$ cat src/rtl/steering_feedback_rx.sv
// Steering-angle feedback receiver: 2-flop sync, start/9-data/parity/stop
// frame decode, range check and link-health timer.
module steering_feedback_rx #(
  parameter int CLKS_PER_BIT = 434,
  parameter int TIMEOUT_CLKS = 5000000
) (
  input  logic       CLOCK_50,
  input  logic       reset,
  input  logic       rxLine,
  output logic [8:0] currentDirection,
  output logic       directionValid,
  output logic       parityError,
  output logic       frameError,
  output logic       rangeError,
  output logic       linkUp
);

  localparam int CW = $clog2(CLKS_PER_BIT);
  localparam logic [CW-1:0] HALF = CW'(CLKS_PER_BIT / 2 - 1);
  localparam logic [CW-1:0] FULL = CW'(CLKS_PER_BIT - 1);
  localparam logic [31:0] TMO_LAST = 32'(TIMEOUT_CLKS - 1);
  localparam logic [8:0] MAX_DEG = 9'd359;

  typedef enum logic [2:0] {
    IDLE,
    START,
    DATA,
    PARITY,
    STOP,
    BREAK
  } state_t;

  state_t state, state_n;

  logic          rx_meta;
  logic          rx_s;
  logic [CW-1:0] cnt, cnt_n;
  logic [3:0]    idx, idx_n;
  logic [8:0]    shreg, shreg_n;
  logic          par, par_n;
  logic          tick;
  logic          set_valid;
  logic          set_par;
  logic          set_frame;
  logic          set_range;
  logic [31:0]   tmr;

  assign tick = (cnt == '0);

  // Synchronizer idles high so reset never looks like a start edge
  always_ff @(posedge CLOCK_50 or negedge reset) begin
    if (!reset) begin
      rx_meta <= 1'b1;
      rx_s    <= 1'b1;
    end else begin
      rx_meta <= rxLine;
      rx_s    <= rx_meta;
    end
  end

  always_ff @(posedge CLOCK_50 or negedge reset) begin
    if (!reset) begin
      state <= IDLE;
      cnt   <= '0;
      idx   <= '0;
      shreg <= '0;
      par   <= 1'b0;
    end else begin
      state <= state_n;
      cnt   <= cnt_n;
      idx   <= idx_n;
      shreg <= shreg_n;
      par   <= par_n;
    end
  end

  always_comb begin
    state_n   = state;
    cnt_n     = tick ? cnt : cnt - 1'b1;
    idx_n     = idx;
    shreg_n   = shreg;
    par_n     = par;
    set_valid = 1'b0;
    set_par   = 1'b0;
    set_frame = 1'b0;
    set_range = 1'b0;
    unique case (state)
      IDLE: begin
        if (!rx_s) begin
          state_n = START;
          cnt_n   = HALF;
        end
      end
      START: begin
        if (tick) begin
          if (rx_s) begin
            state_n = IDLE;
          end else begin
            state_n = DATA;
            cnt_n   = FULL;
            idx_n   = '0;
          end
        end
      end
      DATA: begin
        if (tick) begin
          shreg_n = {rx_s, shreg[8:1]};
          cnt_n   = FULL;
          idx_n   = idx + 4'd1;
          if (idx == 4'd8) state_n = PARITY;
        end
      end
      PARITY: begin
        if (tick) begin
          par_n   = rx_s;
          cnt_n   = FULL;
          state_n = STOP;
        end
      end
      STOP: begin
        if (tick) begin
          state_n = IDLE;
          if (!rx_s) begin
            set_frame = 1'b1;
            state_n   = BREAK;
          end else if ((^shreg) != par) begin
            set_par = 1'b1;
          end else if (shreg > MAX_DEG) begin
            set_range = 1'b1;
          end else begin
            set_valid = 1'b1;
          end
        end
      end
      BREAK: begin
        if (rx_s) state_n = IDLE;
      end
      default: state_n = IDLE;
    endcase
  end

  always_ff @(posedge CLOCK_50 or negedge reset) begin
    if (!reset) begin
      currentDirection <= '0;
      directionValid   <= 1'b0;
      parityError      <= 1'b0;
      frameError       <= 1'b0;
      rangeError       <= 1'b0;
    end else begin
      directionValid <= set_valid;
      parityError    <= set_par;
      frameError     <= set_frame;
      rangeError     <= set_range;
      if (set_valid) currentDirection <= shreg;
    end
  end

  // A fresh valid frame takes priority over a coincident expiry
  always_ff @(posedge CLOCK_50 or negedge reset) begin
    if (!reset) begin
      tmr    <= '0;
      linkUp <= 1'b0;
    end else if (set_valid) begin
      tmr    <= '0;
      linkUp <= 1'b1;
    end else begin
      if (tmr != '1) tmr <= tmr + 32'd1;
      if (tmr == TMO_LAST) linkUp <= 1'b0;
    end
  end

endmodule

$ cat config.mk
export PLATFORM = sky130hd
export DESIGN_NAME = steering_feedback_rx
export DESIGN_NICKNAME = d
export VERILOG_FILES = /design/src/rtl/steering_feedback_rx.sv
export SDC_FILE = /design/constraint.sdc
export NUM_CORES = 1
export LEC_CHECK = 0
export ABC_AREA = 1
export CORE_MARGIN = 2
export CORE_UTILIZATION = 65
export CTS_BUF_LIST = sky130_fd_sc_hd__clkbuf_4 sky130_fd_sc_hd__clkbuf_8 sky130_fd_sc_hd__clkbuf_16
export CTS_CLUSTER_DIAMETER = 60
export DETAILED_ROUTE_END_ITERATION = 12
export GPL_TIMING_DRIVEN = 1
export HOLD_SLACK_MARGIN = 0.08
export PLACE_DENSITY_LB_ADDON = 0.15
export SETUP_SLACK_MARGIN = 0.15
export SLEW_MARGIN = 20
export SYNTH_ARGS = -nofsm -noshare
export SYNTH_HDL_FRONTEND = slang
export SYNTH_SLANG_ARGS = --single-unit
$ cat constraint.sdc
create_clock -name CLOCK_50 -period 3.3 [get_ports CLOCK_50]
set_input_delay 0.33 -clock CLOCK_50 [delete_from_list [all_inputs] [get_ports CLOCK_50]]
set_output_delay 0.33 -clock CLOCK_50 [all_outputs]
set_load 0.005 [all_outputs]
**Word-level counts from Yosys, hierarchy flattened**

Cells that the tools add are included.

- Shifts and indexed selects: 0
- Muxes and demuxes: 41
- Order comparisons: 1
- Add/sub/neg operators: 3
- Multipliers: 0
- Reduce and logical (&&, ||, !) cells: 11
- Equal/unequal tests: 17
- Bitwise logic cells: 0
- Div/mod/pow operators: 0

Operators by type and width:

| cell | count |
|---|---|
| $mux W32 | 2 |
| $mux W9 | 5 |
| $add A32 B1 Y32 const B | 1 |
| $eq A32 B23 Y1 const B | 1 |
| $ne A32 B32 Y1 const B | 1 |
| $pmux W9 S3 | 1 |
| $mux W3 | 8 |
| $mux W1 | 19 |
| $pmux W3 S6 | 1 |
| $ne A2 B2 Y1 const B | 8 |
| $mux W4 | 3 |
| $gt A9 B9 Y1 const B | 1 |
| $logic_not A9 Y1 | 1 |
| $reduce_xor A9 Y1 | 1 |
| $sub A9 B1 Y9 const B | 1 |
| $pmux W4 S2 | 1 |
| $reduce_and A7 Y1 | 1 |
| $eq A3 B2 Y1 const B | 2 |
| $eq A3 B3 Y1 const B | 2 |
| $reduce_bool A2 Y1 | 3 |
| $add A4 B1 Y4 const B | 1 |
| $eq A4 B4 Y1 const B | 1 |
| $reduce_and A2 Y1 | 2 |
| $reduce_and A4 Y1 | 1 |
| 5 further kinds | 5 |

- RAM bits: 0
- Bits in read-only memories: 0
- Logic and storage cells: 87
- Memories: 0
- Flip-flop bits (word level): 74
- Latch bits: 0

**Logic depth before layout (Yosys ltp)**

- Depth after elaboration: 7
- Depth in mapped cells: 13

**Least setup slack after synthesis**

No wires, ideal clock.

- Path type: flip-flop to flip-flop
- Start: reg cnt[0]
- End: reg cnt[0]
- Data required time: 3.170 ns
- Path slack: 1.476 ns
- Stages on the path, launching flop included: 10
- Path buffers: 1
- Period minus slack after synthesis: 1.824 ns
- Arrival: 1.694 ns
- Cells stage by stage: dfrtp_1 > inv_1 > ha_1 > inv_1 > nor2_1 > nand3_4 > buf_2 > ha_1 > nor3_1 > o22ai_1

- Cells in the longest elaborated chain, start to end: 5

Ends and longest elaborated chain:

| item | RTL line | source |
|---|---|---|
| start: declaration | 37 | `logic [CW-1:0] cnt, cnt_n;` |
| start signal: assignment | 70 | `cnt <= cnt_n;` |
| $sub A9 B1 Y9 or $logic_not A9 Y1 (tied branches) | 79, 48 |  |
| $mux W9 | 79 | `cnt_n = tick ? cnt : cnt - 1'b1;` |
| $mux W9 | 96 | `if (rx_s) begin` |
| $mux W9 | 95 | `if (tick) begin` |
| $pmux W9 S3 * | 87 | `unique case (state)` |
| named net cnt_n[0] | 37 |  |

Mark *: on every way through the listed nets, which the timed path passes. The rest lies on a longest branch.
A chain may end at the register's enable or synchronous reset.

**Worst setup path after layout**

- Start: reg cnt[0]
- End: reg currentDirection[3]

- Cells in the longest elaborated chain, start to end: 3

Ends and longest elaborated chain:

| item | RTL line | source |
|---|---|---|
| $logic_not A9 Y1 | 48 | `assign tick = (cnt == '0);` |
| $mux W1 | 121 | `if (tick) begin` |
| $mux W1 | 87 |  |
| end signal: assignment | 154 | `if (set_valid) currentDirection <= shreg;` |
| end: declaration | 10 | `output logic [8:0] currentDirection,` |

No other way between the ends.

==> metrics.yaml <==
outcome: "complete, no violations"
area_delta_synth_final_pct: 8.27
rsz_0062_raised_after_global_routing: "false"
worstSetupEndpointType: "flop"
final-setup-viol-count: 0
grt_use_total_pct: 27.8
multiInputGateArea_mm2: 0.00224
post-synth-top-area-cell: "sky130_fd_sc_hd__dfrtp_1"
synth_adder_area_share_pct: 2.78
seq_area_mm2: 0.00185
pin_count_of_the_biggest_net_entering_global_routing: 75
yosys_cell_types: 40
clock_pin_slew_on_the_worst_setup_and_hold_paths_ns: 0.08
synthesis.nets: 607
synth_flop_cell: "sky130_fd_sc_hd__dfrtp_1"
synth.ff_latch_count: 74
internal_power_mw: 1.22
crit_path_start_kind: "flop"
dpl_cell_area_mm2: 0.00470
yosys_warnings: 0
synth_area_per_cell_um2: 7.59
post_synth_most_frequent_cells: "sky130_fd_sc_hd__nand2_1 (147), sky130_fd_sc_hd__inv_1 (84), sky130_fd_sc_hd__dfrtp_1 (72)"
finalSetupTns_ns: 0
gp_congestion: 0.888
netSwitchingFraction_pct: 23.3
drt_first_pass_iters: 5
tritoncts_num_sinks: 74
worst_clock_skew_ns: 0.0126
cts.repair.resized: 0
relative_slew_slack_pct: 37.7
final_period_demand_of_the_worst_path_ns: 2.33
cell_area_after_technology_mapping_mm2: 0.00451
clock_tree.buffer_depth: 2
yosysSeqAreaShare_pct: 41.1
cts_hold_buffers: 0
timing_worst_setup_path_type: "flop to flop"
worstHoldPathType: "input pin to async pin"
maxSlewViolCount: 0
synth_simple_gate_area_share_pct: 34.6
critical_path_peak_fanout: 18
clock_latency_at_the_later_pin_of_the_worst_skew_pair_ns: 0.35
floorplan.initialDensity_pct: 66.7
post_synth_xor_area_fraction_pct: 2.92
sequentialPowerShare_pct: 57.1
fillerInstances: 567
layout.nets: 623
tritoncts: "yes"
p_comb_share_pct: 1.4
mux_contribution_to_synthesized_area_pct: 0
mean_routed_wirelength_per_cell_um: 13.7
post_cts.repair.setup_buffers: 0
first_global_vias: 3594
grt_antenna_before_repair: 0
most_frequent_cell_after_synthesis: "sky130_fd_sc_hd__nand2_1"
postSynthCellCount: 594
h-tree-depth: 3
p_leak_nw: 2.30
post_route_cells_drive_above_1_share_pct: 12.5
ys_async_sr_fraction_pct: 100
count_of_routing_violations_after_the_opening_detailed_route_iteration: 263
rows: 30
timing.fmax_ghz: 0.429
drt-total-wl_mm: 9.54
design_area_mm2: 0.00488
viasPerCell: 5.50
grt_overflow: 0
fp.coreArea_mm2: 0.00676
maxCapViolCount: 0
yosysTopAreaCellShare_pct: 40.0
die_height_um: 87.3
cts_buffers: 9
worst_tran_pin_value_ns: 0.934
die_width_um: 87.3
clock_network_fraction_of_design_power_pct: 41.5
final_min_period_over_clock_period_pct: 70.6
num_io_pins: 17
max-vdd-ir-drop_v: 0.000270
drt.antenna.violating_nets: 0
post-route-drc-count: 0
grt_pass1_wl_mm: 16.6
route.vias.total: 3823
die_area_mm2: 0.00762
detailed_place_hpwl_mm: 6.97
required_ns: 3.55
synth_edf_count: 0
power_per_cell_area_mw_per_mm2: 326
yosys-top-cells-area: "sky130_fd_sc_hd__dfrtp_1 (40%), sky130_fd_sc_hd__nand2_1 (12%), sky130_fd_sc_hd__inv_1 (7.0%)"
num_antenna_cells: 0
report.final.hold_viol_count: 0
synth_top_family_by_area: "simple AND/OR/NAND/NOR gates"
cts.root.buffer_cell: "sky130_fd_sc_hd__clkbuf_8"
buffer_ports.inserted: 16
cp_data_arrival_time_ns: 2.58
net-switching-power_mw: 0.372
synth-compound-area-share_pct: 9.44
-- area by class of cell --
type,instances,area share [%]
multi-input cells,418,45.9
flip-flops and latches,74,38.0
inverters,90,6.92
repair buffers,17,3.38
clock buffers,12,3.13
well taps,80,2.05
clock inverters,4,0.615
-- stage by stage --
step	utilization (%)	setup slack (ns)	instances	hold WS, ns	power [mW]
floorplan	-	1.48	594	0.0344	0.930
global placement	69.5	1.04	679	0.347	0.950
detailed placement	69.5	0.979	679	0.349	0.951
CTS	72.2	0.982	695	0.139	1.60
global route	72.2	0.749	695	0.172	1.65
finish	72.2	0.970	695	0.0772	1.59
-- power groups by stage --
stage                     logic (mW)  registers (mW)  clock network (mW)
after floorplan              0.00269           0.927                   0
after global placement        0.0230           0.927                   0
after detailed placement      0.0235           0.927                   0
after CTS                     0.0233           0.909               0.670
after global routing          0.0264           0.910               0.709
final                         0.0219           0.909               0.661
-- flip-flops by register name, indices dropped and copies added, names as in the netlist --
| name | cells |
|---|---|
| state | 3 |
| frameError | 1 |
| rx_meta | 1 |
| parityError | 1 |
| idx | 4 |
| tmr | 32 |
| shreg | 9 |
| par | 1 |
| rangeError | 1 |
| cnt | 9 |
| directionValid | 1 |
| rx_s | 1 |
| linkUp | 1 |
| currentDirection | 9 |
-- placed cells by master, fill, tap and decap left out, types with 3 or more instances in the layout --
| cell type | n |
|---|---|
| sky130_fd_sc_hd__o21ai_2 | 7 |
| sky130_fd_sc_hd__nand3b_1 | 3 |
| sky130_fd_sc_hd__ha_1 | 10 |
| sky130_fd_sc_hd__inv_1 | 84 |
| sky130_fd_sc_hd__xor2_1 | 10 |
| sky130_fd_sc_hd__clkinvlp_4 | 4 |
| sky130_fd_sc_hd__clkbuf_8 | 10 |
| sky130_fd_sc_hd__nor2_4 | 8 |
| sky130_fd_sc_hd__xnor2_1 | 5 |
| sky130_fd_sc_hd__clkdlybuf4s50_1 | 15 |
| sky130_fd_sc_hd__nor2_1 | 58 |
| sky130_fd_sc_hd__inv_2 | 5 |
| sky130_fd_sc_hd__a21oi_1 | 25 |
| sky130_fd_sc_hd__nand3_1 | 37 |
| sky130_fd_sc_hd__nand2_2 | 6 |
| sky130_fd_sc_hd__nor2_2 | 12 |
| sky130_fd_sc_hd__a21oi_2 | 4 |
| sky130_fd_sc_hd__dfrtp_1 | 72 |
| sky130_fd_sc_hd__nor4_1 | 5 |
| sky130_fd_sc_hd__nor3_1 | 10 |
| sky130_fd_sc_hd__o21ai_1 | 7 |
| sky130_fd_sc_hd__nand2_1 | 147 |
| sky130_fd_sc_hd__nand3_2 | 8 |
| sky130_fd_sc_hd__o21ai_0 | 25 |
| sky130_fd_sc_hd__nand4_1 | 16 |
-- worst paths after layout --
kind	depth (start not counted)	start	endpoint	slack, ns
setup / recovery	10	cnt[0]	currentDirection[3]	0.97
hold / removal	1	reset	tmr[26]	0.08
setup reg to reg	10	cnt[0]	currentDirection[3]	0.97
hold reg to reg	0	rx_meta	rx_s	0.36
max in group asynchronous	1	reset	tmr[6]	2.57
min in group CLOCK_50	0	rx_meta	rx_s	0.36
-- cells by family after synthesis --
kind of cell / count (synthesis)
and+or+nand+nor: 319
xor gates and xnor gates: 15
AOI/OAI and AO/OA: 74
adders and majority gates: 10
buffers and inverters: 102
DFF: 74
-- critical path: stages, from the launching register on --
cell                      delay [ns]
sky130_fd_sc_hd__dfrtp_1        0.41
sky130_fd_sc_hd__inv_1          0.12
sky130_fd_sc_hd__ha_1           0.20
sky130_fd_sc_hd__inv_1          0.05
sky130_fd_sc_hd__nor2_1         0.16
sky130_fd_sc_hd__nand3_4        0.21
sky130_fd_sc_hd__nor3_4         0.21
sky130_fd_sc_hd__nand3_2        0.37
sky130_fd_sc_hd__buf_4          0.35
sky130_fd_sc_hd__nand2_1        0.09
sky130_fd_sc_hd__o21ai_2        0.05
-- per-layer routing --
| metal | global-route usage (%) | wire [µm] |
|---|---|---|
| met1 | 35.8 | 4300 |
| met2 | 46.3 | 4640 |
| met3 | 5.02 | 353 |
| met4 | 11.0 | 250 |
| met5 | 0 | 0 |
(Power assumes the default switching activity.)
